**src/rtl/seg7_scan_drv.sv**
```systemverilog
// Two-digit multiplexed 7-segment driver: per-frame digit snapshot, BCD decode,
// and a blanking gap between digit slots so the previous digit does not ghost.
module seg7_scan_drv #(
  parameter int SCAN_DIV    = 50000,
  parameter int BLANK_CYC   = 100,
  parameter bit SEG_ACT_LOW = 1'b1,
  parameter bit DIG_ACT_LOW = 1'b1
) (
  input  logic       clk,
  input  logic       n_rst,
  input  logic       en,
  input  logic [3:0] digit_in [1:0],
  input  logic [1:0] dp_in,
  input  logic       lz_blank,
  output logic [6:0] seg_out,
  output logic       dp_out,
  output logic [1:0] dig_sel_out
);

  localparam int MAX_DUR = (SCAN_DIV > BLANK_CYC) ? SCAN_DIV : BLANK_CYC;
  localparam int CNT_W   = $clog2(MAX_DUR);

  localparam logic [CNT_W-1:0] SHOW_LAST  = CNT_W'(SCAN_DIV - 1);
  localparam logic [CNT_W-1:0] BLANK_LAST = CNT_W'(BLANK_CYC - 1);

  localparam logic [6:0] SEG_OFF = SEG_ACT_LOW ? 7'h7F : 7'h00;
  localparam logic       DP_OFF  = SEG_ACT_LOW;
  localparam logic [1:0] DIG_OFF = DIG_ACT_LOW ? 2'b11 : 2'b00;

  // Ordering matters: the slot sequence is simply state + 1 (mod 4).
  typedef enum logic [1:0] {BLANK0 = 2'd0, SHOW0 = 2'd1, BLANK1 = 2'd2, SHOW1 = 2'd3} state_t;

  state_t           state_q, state_d;
  logic [CNT_W-1:0] cnt_q, cnt_d;
  logic [3:0]       snap_q [1:0];
  logic [1:0]       snap_dp_q;
  logic [6:0]       seg_q, seg_d;
  logic             dp_q, dp_d;
  logic [1:0]       dig_q, dig_d;
  logic             slot_last;

  function automatic logic [6:0] bcd_to_seg(input logic [3:0] bcd);
    case (bcd)
      4'd0:    return 7'h3F;
      4'd1:    return 7'h06;
      4'd2:    return 7'h5B;
      4'd3:    return 7'h4F;
      4'd4:    return 7'h66;
      4'd5:    return 7'h6D;
      4'd6:    return 7'h7D;
      4'd7:    return 7'h07;
      4'd8:    return 7'h7F;
      4'd9:    return 7'h6F;
      default: return 7'h40;
    endcase
  endfunction

  always_ff @(posedge clk or negedge n_rst) begin
    if (!n_rst) begin
      state_q <= BLANK0;
      cnt_q   <= '0;
    end else begin
      state_q <= state_d;
      cnt_q   <= cnt_d;
    end
  end

  always_comb begin
    slot_last = (state_q == SHOW0 || state_q == SHOW1) ? (cnt_q == SHOW_LAST)
                                                       : (cnt_q == BLANK_LAST);
    state_d = state_q;
    cnt_d   = cnt_q + CNT_W'(1);
    if (!en) begin
      state_d = BLANK0;
      cnt_d   = '0;
    end else if (slot_last) begin
      state_d = state_t'(state_q + 2'd1);
      cnt_d   = '0;
    end
  end

  // Digits are frozen outside BLANK0 so a frame never mixes old and new values.
  always_ff @(posedge clk or negedge n_rst) begin
    if (!n_rst) begin
      snap_q[0] <= '0;
      snap_q[1] <= '0;
      snap_dp_q <= '0;
    end else if (state_q == BLANK0) begin
      snap_q[0] <= digit_in[0];
      snap_q[1] <= digit_in[1];
      snap_dp_q <= dp_in;
    end
  end

  always_comb begin
    seg_d = SEG_OFF;
    dp_d  = DP_OFF;
    dig_d = DIG_OFF;
    if (en) begin
      case (state_q)
        SHOW0: begin
          seg_d = bcd_to_seg(snap_q[0]) ^ {7{SEG_ACT_LOW}};
          dp_d  = snap_dp_q[0] ^ SEG_ACT_LOW;
          dig_d = 2'b01 ^ {2{DIG_ACT_LOW}};
        end
        SHOW1: begin
          if (!(lz_blank && snap_q[1] == 4'd0)) begin
            seg_d = bcd_to_seg(snap_q[1]) ^ {7{SEG_ACT_LOW}};
            dp_d  = snap_dp_q[1] ^ SEG_ACT_LOW;
            dig_d = 2'b10 ^ {2{DIG_ACT_LOW}};
          end
        end
        default: ;
      endcase
    end
  end

  // Registered pins: one cycle behind the state register, glitch-free.
  always_ff @(posedge clk or negedge n_rst) begin
    if (!n_rst) begin
      seg_q <= SEG_OFF;
      dp_q  <= DP_OFF;
      dig_q <= DIG_OFF;
    end else begin
      seg_q <= seg_d;
      dp_q  <= dp_d;
      dig_q <= dig_d;
    end
  end

  assign seg_out     = seg_q;
  assign dp_out      = dp_q;
  assign dig_sel_out = dig_q;

endmodule
```
**config.mk**
```make
export PLATFORM = sky130hd
export DESIGN_NAME = seg7_scan_drv
export DESIGN_NICKNAME = d
export VERILOG_FILES = /design/src/rtl/seg7_scan_drv.sv
export SDC_FILE = /design/constraint.sdc
export NUM_CORES = 1
export LEC_CHECK = 0
export BUFFER_PORTS_ARGS = -buffer_cell sky130_fd_sc_hd__buf_2
export CAP_MARGIN = 25
export CORE_ASPECT_RATIO = 0.8
export CORE_MARGIN = 2
export CORE_UTILIZATION = 55
export DETAILED_ROUTE_END_ITERATION = 10
export GPL_TIMING_DRIVEN = 0
export HOLD_SLACK_MARGIN = 0.05
export PLACE_DENSITY = 0.76
export SYNTH_ARGS = -nofsm -noshare
export SYNTH_HDL_FRONTEND = slang
export SYNTH_SLANG_ARGS = --single-unit
```
**constraint.sdc**
```tcl
create_clock -name clk -period 2.4 [get_ports clk]
set_input_delay 0.12 -clock clk [delete_from_list [all_inputs] [get_ports clk]]
set_output_delay 0.12 -clock clk [all_outputs]
set_load 0.05 [all_outputs]
```
==> PnR_summary.wiki, run 1 <==
{| class="wikitable"
! Metric !! Value
|-
| Drt wl/cell || roughly 15 um
|-
| # H-tree levels || 2
|-
| Number of placed instances, taps included || 292
|-
| Count of final max-slew check failures || 0
|-
| Area of the core region || roughly 0.0038 mm2
|-
| Clock Latency Late Sink || 0.29 ns
|-
| Final hold viol count || 0
|-
| TritonCTS sink count || 38
|-
| Fillcell total || 300
|-
| Type of the tightest min-delay check || input port to flop
|-
| Number of synthesis warnings || 0
|-
| Detailed-route wire length || 4520 um
|-
| Final ANT Viol Nets || 0
|-
| Leading area contributor after synthesis || dfrtp_1
|-
| Via/cell ratio || 5.51
|-
| DIE WIDTH || roughly 75 um
|-
| Setup repair after global routing missed its margin || no
|-
| First-iteration detailed-routing DRC count || 140
|-
| Number of buffers inserted during clock tree synthesis || 5
|-
| Data required time at the worst endpoint || 2.55 ns
|-
| Remaining global-route overflow || 0
|-
| Minimum period implied by the final worst setup slack || 2.07 ns
|-
| Leakage dissipation || 1.09 nW
|-
| Critical path start-end classification || flop to flop
|-
| Global router's overall resource usage || 0.229
|-
| Result of the run || completed
|-
| Number of setup violations in the final report || 0
|-
| Drc violations || 0
|-
| Tightest Pin Transition || approximately 0.84 ns
|-
| Arr. time, crit path || 2.23 ns
|-
| Critical path fanouts, max || 10
|-
| Number of global-route vias before repair || approximately 1,700
|-
| Initial antenna violation count || 0
|-
| Most instantiated flip-flop cell in the synthesis netlist || dfrtp_1
|-
| Number of search-and-repair iterations in the first detailed-routing pass || 4
|-
| Stage delay of the slowest cell on the critical path || 0.52 ns
|-
| Count of placed standard cells in the final layout, fillers left out || 308
|-
| Top cells by area in the synthesized netlist || dfrtp_1 (32%), dfstp_2 (12%), ha_1 (8.4%)
|-
| Post-synthesis sequential element count || 38
|-
| Critical-path cell list || ha_1 > buf_6 > nor2_2 > or4_4 > a21oi_4 > buf_12 > nor3_2
|-
| Number of setup buffers added after CTS || 0
|-
| Share of synthesized area occupied by flip-flops and latches || 0.433
|-
| Number of port buffers || 22
|-
| Full die area || 0.00457 mm2
|-
| Most common cell in the synthesized netlist || dfrtp_1
|-
| Post-synthesis net count || 244
|-
| Area grow syn2layout || 15.8%
|-
| Average size of a mapped cell || about 10 um2
|-
| Setup Skew || 0.00531 ns
|-
| CTS tree || built
|-
| Max-cap viol count || 0
|-
| Final weighted congestion in routability-driven placement || ~0.84
|-
| Maximum vdd ir drop || just under 0.0005 V
|-
| P_sw || 0.302 mW
|-
| Worst setup slack for register-to-register paths || between 0.3 and 0.4 ns
|-
| Cell with the largest stage delay on the worst path || or4_4
|-
| Top cells by instance count after synthesis || dfrtp_1 (28), nand2_1 (23), o21ai_0 (19)
|-
| Share of power burned in the clock network || 0.369
|-
| Standard-cell rows || 20
|-
| Height of the die || around 61 um
|-
| Half-perimeter wire length of the detailed placement result || 3070 um
|-
| N_diodes || 0
|-
| Synthesized instance count || 215
|-
| Via count of the routed design || 1,698
|-
| Wire length of the first global-routing pass || 7760 um
|-
| Number of top-level pins || 24
|-
| Maximum clock frequency || between 0.4 and 0.5 GHz
|-
| Accumulated negative setup slack || 0 ns
|-
| CTS root buf || clkbuf_8
|-
| Proportion of power drawn by combinational gates || 0.093
|-
| Fraction of layout cells with a size suffix above 1 || 0.277
|-
| Initial standard-cell utilization of the core || 0.581
|-
| Worst-case clock buffer depth || 2
|-
| Power Dens Cells || 480 mW/mm2
|-
| Proportion of power drawn by flip-flops and latches || 0.538
|-
| Type of origin of the critical path || flop
|-
| Share of synthesized registers carrying an async set or reset || 1.00
|-
| Net Sw Frac || 0.244
|-
| Largest net degree at the start of global routing || 39
|-
| CP Capture Type || flop
|-
| Relative slew margins || 0.441
|-
| Number of synthesized flops with an enable pin || 0
|-
| Proportion of netlist area held by the largest area contributor || 0.315
|-
| Library cells used by synthesis || 47
|-
| Final worst-path cycle share || 0.865
|-
| Layout Nets || 281
|-
| Clock transition at path regs || 0.07 ns
|-
| Area of the mapped netlist || 0.00222 mm2
|-
| Design internal power || approximately 0.93 mW
|}
==> cell usage in the layout (no fill, tap or decap), drive strengths merged, types with 2 or more instances in the layout <==
| master | netlist | routed |
|---|---|---|
| mux2i | 2 | 2 |
| clkbuf | 7 | 14 |
| o211ai | 2 | 2 |
| and4 | 2 | 2 |
| nand2 | 25 | 25 |
| dlygate4sd3 | 0 | 8 |
| a211oi | 3 | 3 |
| a21oi | 9 | 9 |
| dfstp | 10 | 10 |
| inv | 10 | 10 |
| nand2b | 3 | 3 |
| dfrtp | 28 | 28 |
| nor4b | 2 | 2 |
| nand3 | 7 | 7 |
| nor2 | 5 | 5 |
| clkinv | 1 | 2 |
| nor3 | 13 | 13 |
| xor2 | 10 | 10 |
| o21ai | 19 | 19 |
| or4 | 2 | 2 |
| and2 | 3 | 3 |
| mux2 | 4 | 4 |
| a221o | 4 | 4 |
| ha | 15 | 15 |
| o31ai | 2 | 2 |
| buf | 6 | 28 |
| nor2b | 5 | 5 |
| nand4 | 6 | 6 |
==> stage by stage <==
step	utilization	hold WS [ns]	total power, mW	setup WS (ns)	area, um2
floorplan	-	-0.176	0.738	0.524	2220
global placement	0.627	0.257	0.776	0.376	2400
detailed placement	0.627	0.266	0.779	0.334	2400
CTS	0.672	0.0522	1.24	0.324	2570
global route	0.672	0.0688	1.29	0.250	2570
finish	0.672	0.0582	1.23	0.325	2570
==> layout make-up <==
cell class | instances | area [um2] | share of cell area
plain buffers | 13 | 88.8 | 0.0345
clock buffers | 7 | 86.3 | 0.0335
clock inverters | 1 | 5.00 | 0.00194
inverters | 11 | 41.3 | 0.0160
multi-input cells | 153 | 1130 | 0.439
flip-flops and latches | 38 | 963 | 0.374
well taps | 55 | 68.8 | 0.0267
repair buffers | 30 | 190 | 0.0739
==> metal layers <==
metal	global-route usage	share of wire	vias up
li1	-	-	829
met1	0.328	0.50	810
met2	0.346	0.43	52
met3	0.0465	0.050	7
met4	0.0816	0.013	0
met5	0	0	-
==> power groups by stage <==
stage | combinational [mW] | sequential, mW | clock, mW
floorplan | 0.0646 | 0.674 | 0
global placement | 0.101 | 0.676 | 0
detailed placement | 0.103 | 0.676 | 0
CTS | 0.114 | 0.665 | 0.465
global route | 0.131 | 0.666 | 0.490
finish | 0.114 | 0.665 | 0.456
==> cell families after synthesis <==
kind of cell	Yosys count	synth area share
buffers and inverters	24	0.0585
XOR/XNOR	11	0.0433
flip-flops	38	0.433
multiplexers	6	0.0293
AO/OA/AOI/OAI	42	0.125
AND/OR/NAND/NOR	79	0.226
adder cells (fa/ha/maj)	15	0.0844
==> worst max-delay path: cells and delay by family, from the launching register on <==
kind            cells  cell delay [ns]
buf+inv             2             0.34
flops               1             0.40
compound gates      1             0.39
simple gates        3             0.62
fa+ha+maj           1             0.19
==> path summary, 6_finish.rpt <==
| path | startpoint | end | depth (start not counted) |
|---|---|---|---|
| min reg2reg | cnt_q[0] | cnt_q[0] | 1 |
| max | state_q[0] | cnt_q[7] | 7 |
| max in group asynchronous | n_rst | cnt_q[13] | 2 |
| min | dp_in[1] | snap_dp_q[1] | 2 |
| min in group asynchronous | n_rst | snap_q[7] | 2 |
| max reg2reg | state_q[0] | cnt_q[7] | 7 |
==> flip-flops by register name (all words and copies together), names as in the netlist <==
signal       cells
dig_sel_out      2
snap_q           8
snap_dp_q        2
cnt_q           16
seg_out          7
dp_out           1
state_q          2
==> timing repair <==
item	4_1_cts	5_1_grt
hold endpoints to repair	35	0
hold buffers	8	0
gates resized for setup	0	0
(Power assumes the default switching activity.)
==> run 2: changes to the inputs <==
Settings changed: CAP_MARGIN 25 to unset.
Clock period 2.4 ns to 2.1 ns, I/O delays scaled along.
==> PnR_summary.wiki, run 2 (synthesized netlist as in run 1, its figures left out) <==
{| class="wikitable"
! Metric !! Value
|-
| Result of the run || completed (unchanged)
|-
| Half-perimeter wire length of the detailed placement result || 3070 um (unchanged)
|-
| Detailed-route wire length || 4660 um (was 4520 um)
|-
| Number of global-route vias before repair || 1,673 (was 1,657)
|-
| Final ANT Viol Nets || 0 (unchanged)
|-
| Initial standard-cell utilization of the core || 0.581 (unchanged)
|-
| Count of placed standard cells in the final layout, fillers left out || 314 (was 308)
|-
| Accumulated negative setup slack || 0 ns (unchanged)
|-
| Critical path fanouts, max || 10 (unchanged)
|-
| Relative slew margins || 0.442 (was 0.441)
|-
| DIE WIDTH || 75.1 um (unchanged)
|-
| Max FFs per register || 16 (unchanged)
|-
| Largest net degree at the start of global routing || 39 (unchanged)
|-
| Number of buffers inserted during clock tree synthesis || 5 (unchanged)
|-
| Initial antenna violation count || 0 (unchanged)
|-
| Global router's overall resource usage || 0.234 (was 0.229)
|-
| Number of placed instances, taps included || 292 (unchanged)
|-
| Via count of the routed design || 1,731 (was 1,698)
|-
| Highest-count cells in the layout ignoring fill and taps || dfrtp_1 (28), nand2_1 (23), buf_2 (23) (unchanged)
|-
| Standard-cell rows || 20 (unchanged)
|-
| Minimum period implied by the final worst setup slack || 1.95 ns (was 2.07 ns)
|-
| Final weighted congestion in routability-driven placement || 0.840 (unchanged)
|-
| Tightest Pin Transition || 0.836 ns (was 0.839 ns)
|-
| Type of origin of the critical path || flop (unchanged)
|-
| Data required time at the worst endpoint || 2.25 ns (was 2.55 ns)
|-
| Critical path start-end classification || flop to flop (unchanged)
|-
| Final worst-path cycle share || 0.928 (was 0.865)
|-
| Global-route met2 utilization || 0.360 (was 0.346)
|-
| Worst-case clock buffer depth || 2 (unchanged)
|-
| Seq. cell area || 963 um2 (unchanged)
|-
| Most common library cell in the layout ignoring fill and taps || dfrtp_1 (unchanged)
|-
| Final hold viol count || 0 (unchanged)
|-
| Top register by number of flip-flops || cnt_q (unchanged)
|-
| Number of search-and-repair iterations in the first detailed-routing pass || 4 (unchanged)
|-
| Worst path buffer plus inverter count || 3 (was 2)
|-
| Worst hold slack || 0.108 ns (was 0.0582 ns)
|-
| Met1 track demand over resource in global routing || 0.333 (was 0.328)
|-
| Via/cell ratio || 5.51 (about the same)
|-
| Post-route cell area || 0.00264 mm2 (was 0.00257 mm2)
|-
| First-iteration detailed-routing DRC count || 126 (was 140)
|-
| Maximum vdd ir drop || 0.000567 V (was 0.000497 V)
|-
| Combined area of the multi-input logic cells || 0.00113 mm2 (unchanged)
|-
| Maximum clock frequency || 0.513 GHz (was 0.482 GHz)
|-
| Setup repair after global routing missed its margin || no (unchanged)
|-
| Fillcell total || 293 (was 300)
|-
| N_diodes || 0 (unchanged)
|-
| Placed Instance Area || 0.00240 mm2 (unchanged)
|-
| CTS tree || built (unchanged)
|-
| CTS root buf || clkbuf_8 (unchanged)
|-
| Remaining global-route overflow || 0 (unchanged)
|-
| Number of setup violations in the final report || 0 (unchanged)
|-
| Most common cell type on the critical path || buf_12
|-
| Met3 Use GR || 0.0465 (unchanged)
|-
| Clock transition at path regs || 0.08 ns (was 0.07 ns)
|-
| Fraction of layout cells with a size suffix above 1 || 0.282 (was 0.277)
|-
| Critical-path cell list || ha_1 > buf_6 > nor2_2 > or4_4 > a21oi_4 > buf_12 > buf_12 > nor3_2 (was ha_1 > buf_6 > nor2_2 > or4_4 > a21oi_4 > buf_12 > nor3_2)
|-
| Stage delay of the slowest cell on the critical path || 0.52 ns (about the same)
|-
| Power Dens Cells || 538 mW/mm2 (was 480 mW/mm2)
|-
| Number of port buffers || 22 (unchanged)
|-
| CP Capture Type || flop (unchanged)
|-
| Clock Latency Late Sink || 0.29 ns (about the same)
|-
| Height of the die || 60.9 um (unchanged)
|-
| Total power || 1.42 mW (was 1.23 mW)
|-
| Area of the core region || 0.00383 mm2 (unchanged)
|-
| Setup Skew || 0.00542 ns (was 0.00531 ns)
|-
| Drc violations || 0 (unchanged)
|-
| Number of top-level pins || 24 (unchanged)
|-
| Max-cap viol count || 0 (unchanged)
|-
| Layout Nets || 287 (was 281)
|-
| TritonCTS sink count || 38 (unchanged)
|-
| Drt wl/cell || 14.9 um (was 14.7 um)
|-
| Cell with the largest stage delay on the worst path || or4_4 (unchanged)
|-
| Wire length of the first global-routing pass || 7900 um (was 7760 um)
|-
| Leakage dissipation || 1.13 nW (was 1.09 nW)
|-
| Count of cells resized by post-cts repair || 0 (unchanged)
|-
| Area grow syn2layout || 18.7% (was 15.8%)
|-
| Largest delay contributor family on the critical path || simple AND/OR/NAND/NOR gates (unchanged)
|-
| Full die area || 0.00457 mm2 (unchanged)
|-
| # H-tree levels || 2 (unchanged)
|-
| Type of the tightest min-delay check || input port to flop (unchanged)
|-
| GR peak layer || met2 (unchanged)
|-
| Arr. time, crit path || 2.10 ns (was 2.23 ns)
|-
| Count of final max-slew check failures || 0 (unchanged)
|}
==> run 2: worst register-to-register path, delay by kind of cell, from the launching register on <==
family	cells	cell delay [ns]
AOI/OAI and AO/OA	1	0.16
and+or+nand+nor	3	0.62
buffers and inverters	3	0.43
adders and majority gates	1	0.19
DFF	1	0.41
==> run 2: per-stage QoR <==
step / setup WS [ns] / util
2_1_floorplan: 0.224 / -
3_3_place_gp: 0.0762 / 0.627
3_5_place_dp: 0.0338 / 0.627
4_1_cts: 0.0239 / 0.680
5_1_grt: 0.0942 / 0.689
6_report: 0.152 / 0.689
==> run 2: what timing repair did <==
action	in CTS	in global routing
endpoints found under the hold margin	38	0
hold buffers	11	0
buffers inserted	0	3
endpoints found under the setup margin	0	10
==> run 2: power breakdown <==
| part | total (mW) | internal, mW | switching [mW] |
|---|---|---|---|
| clock | 0.524 | 0.265 | 0.259 |
| combinational | 0.136 | 0.0585 | 0.0771 |
| sequential | 0.760 | 0.747 | 0.0130 |
| total | 1.42 | 1.07 | 0.349 |
==> run 2: metal layers <==
metal	wire, um	part of all wire
met1	2240	0.48
met2	2110	0.45
met3	253	0.054
met4	59	0.013
met5	0	0
==> run 2: cell type report <==
class	count	area share
multi-input cells	153	0.428
inverters	11	0.0156
well taps	55	0.0261
repair buffers	36	0.0967
clock buffers	7	0.0327
clock inverters	1	0.00190
plain buffers	13	0.0337
flip-flops and latches	38	0.365
==> run 2: final timing paths <==
| path | end | cells after the start | start | slack (ns) |
|---|---|---|---|---|
| setup / recovery | cnt_q[7] | 8 | state_q[0] | 0.15 |
| hold / removal | dig_sel_out[0] | 2 | en | 0.11 |
| setup reg to reg | cnt_q[7] | 8 | state_q[0] | 0.15 |
| min in group asynchronous | cnt_q[0] | 2 | n_rst | 0.45 |
| hold reg to reg | cnt_q[0] | 1 | cnt_q[0] | 0.47 |
| max in group asynchronous | cnt_q[6] | 2 | n_rst | 1.13 |
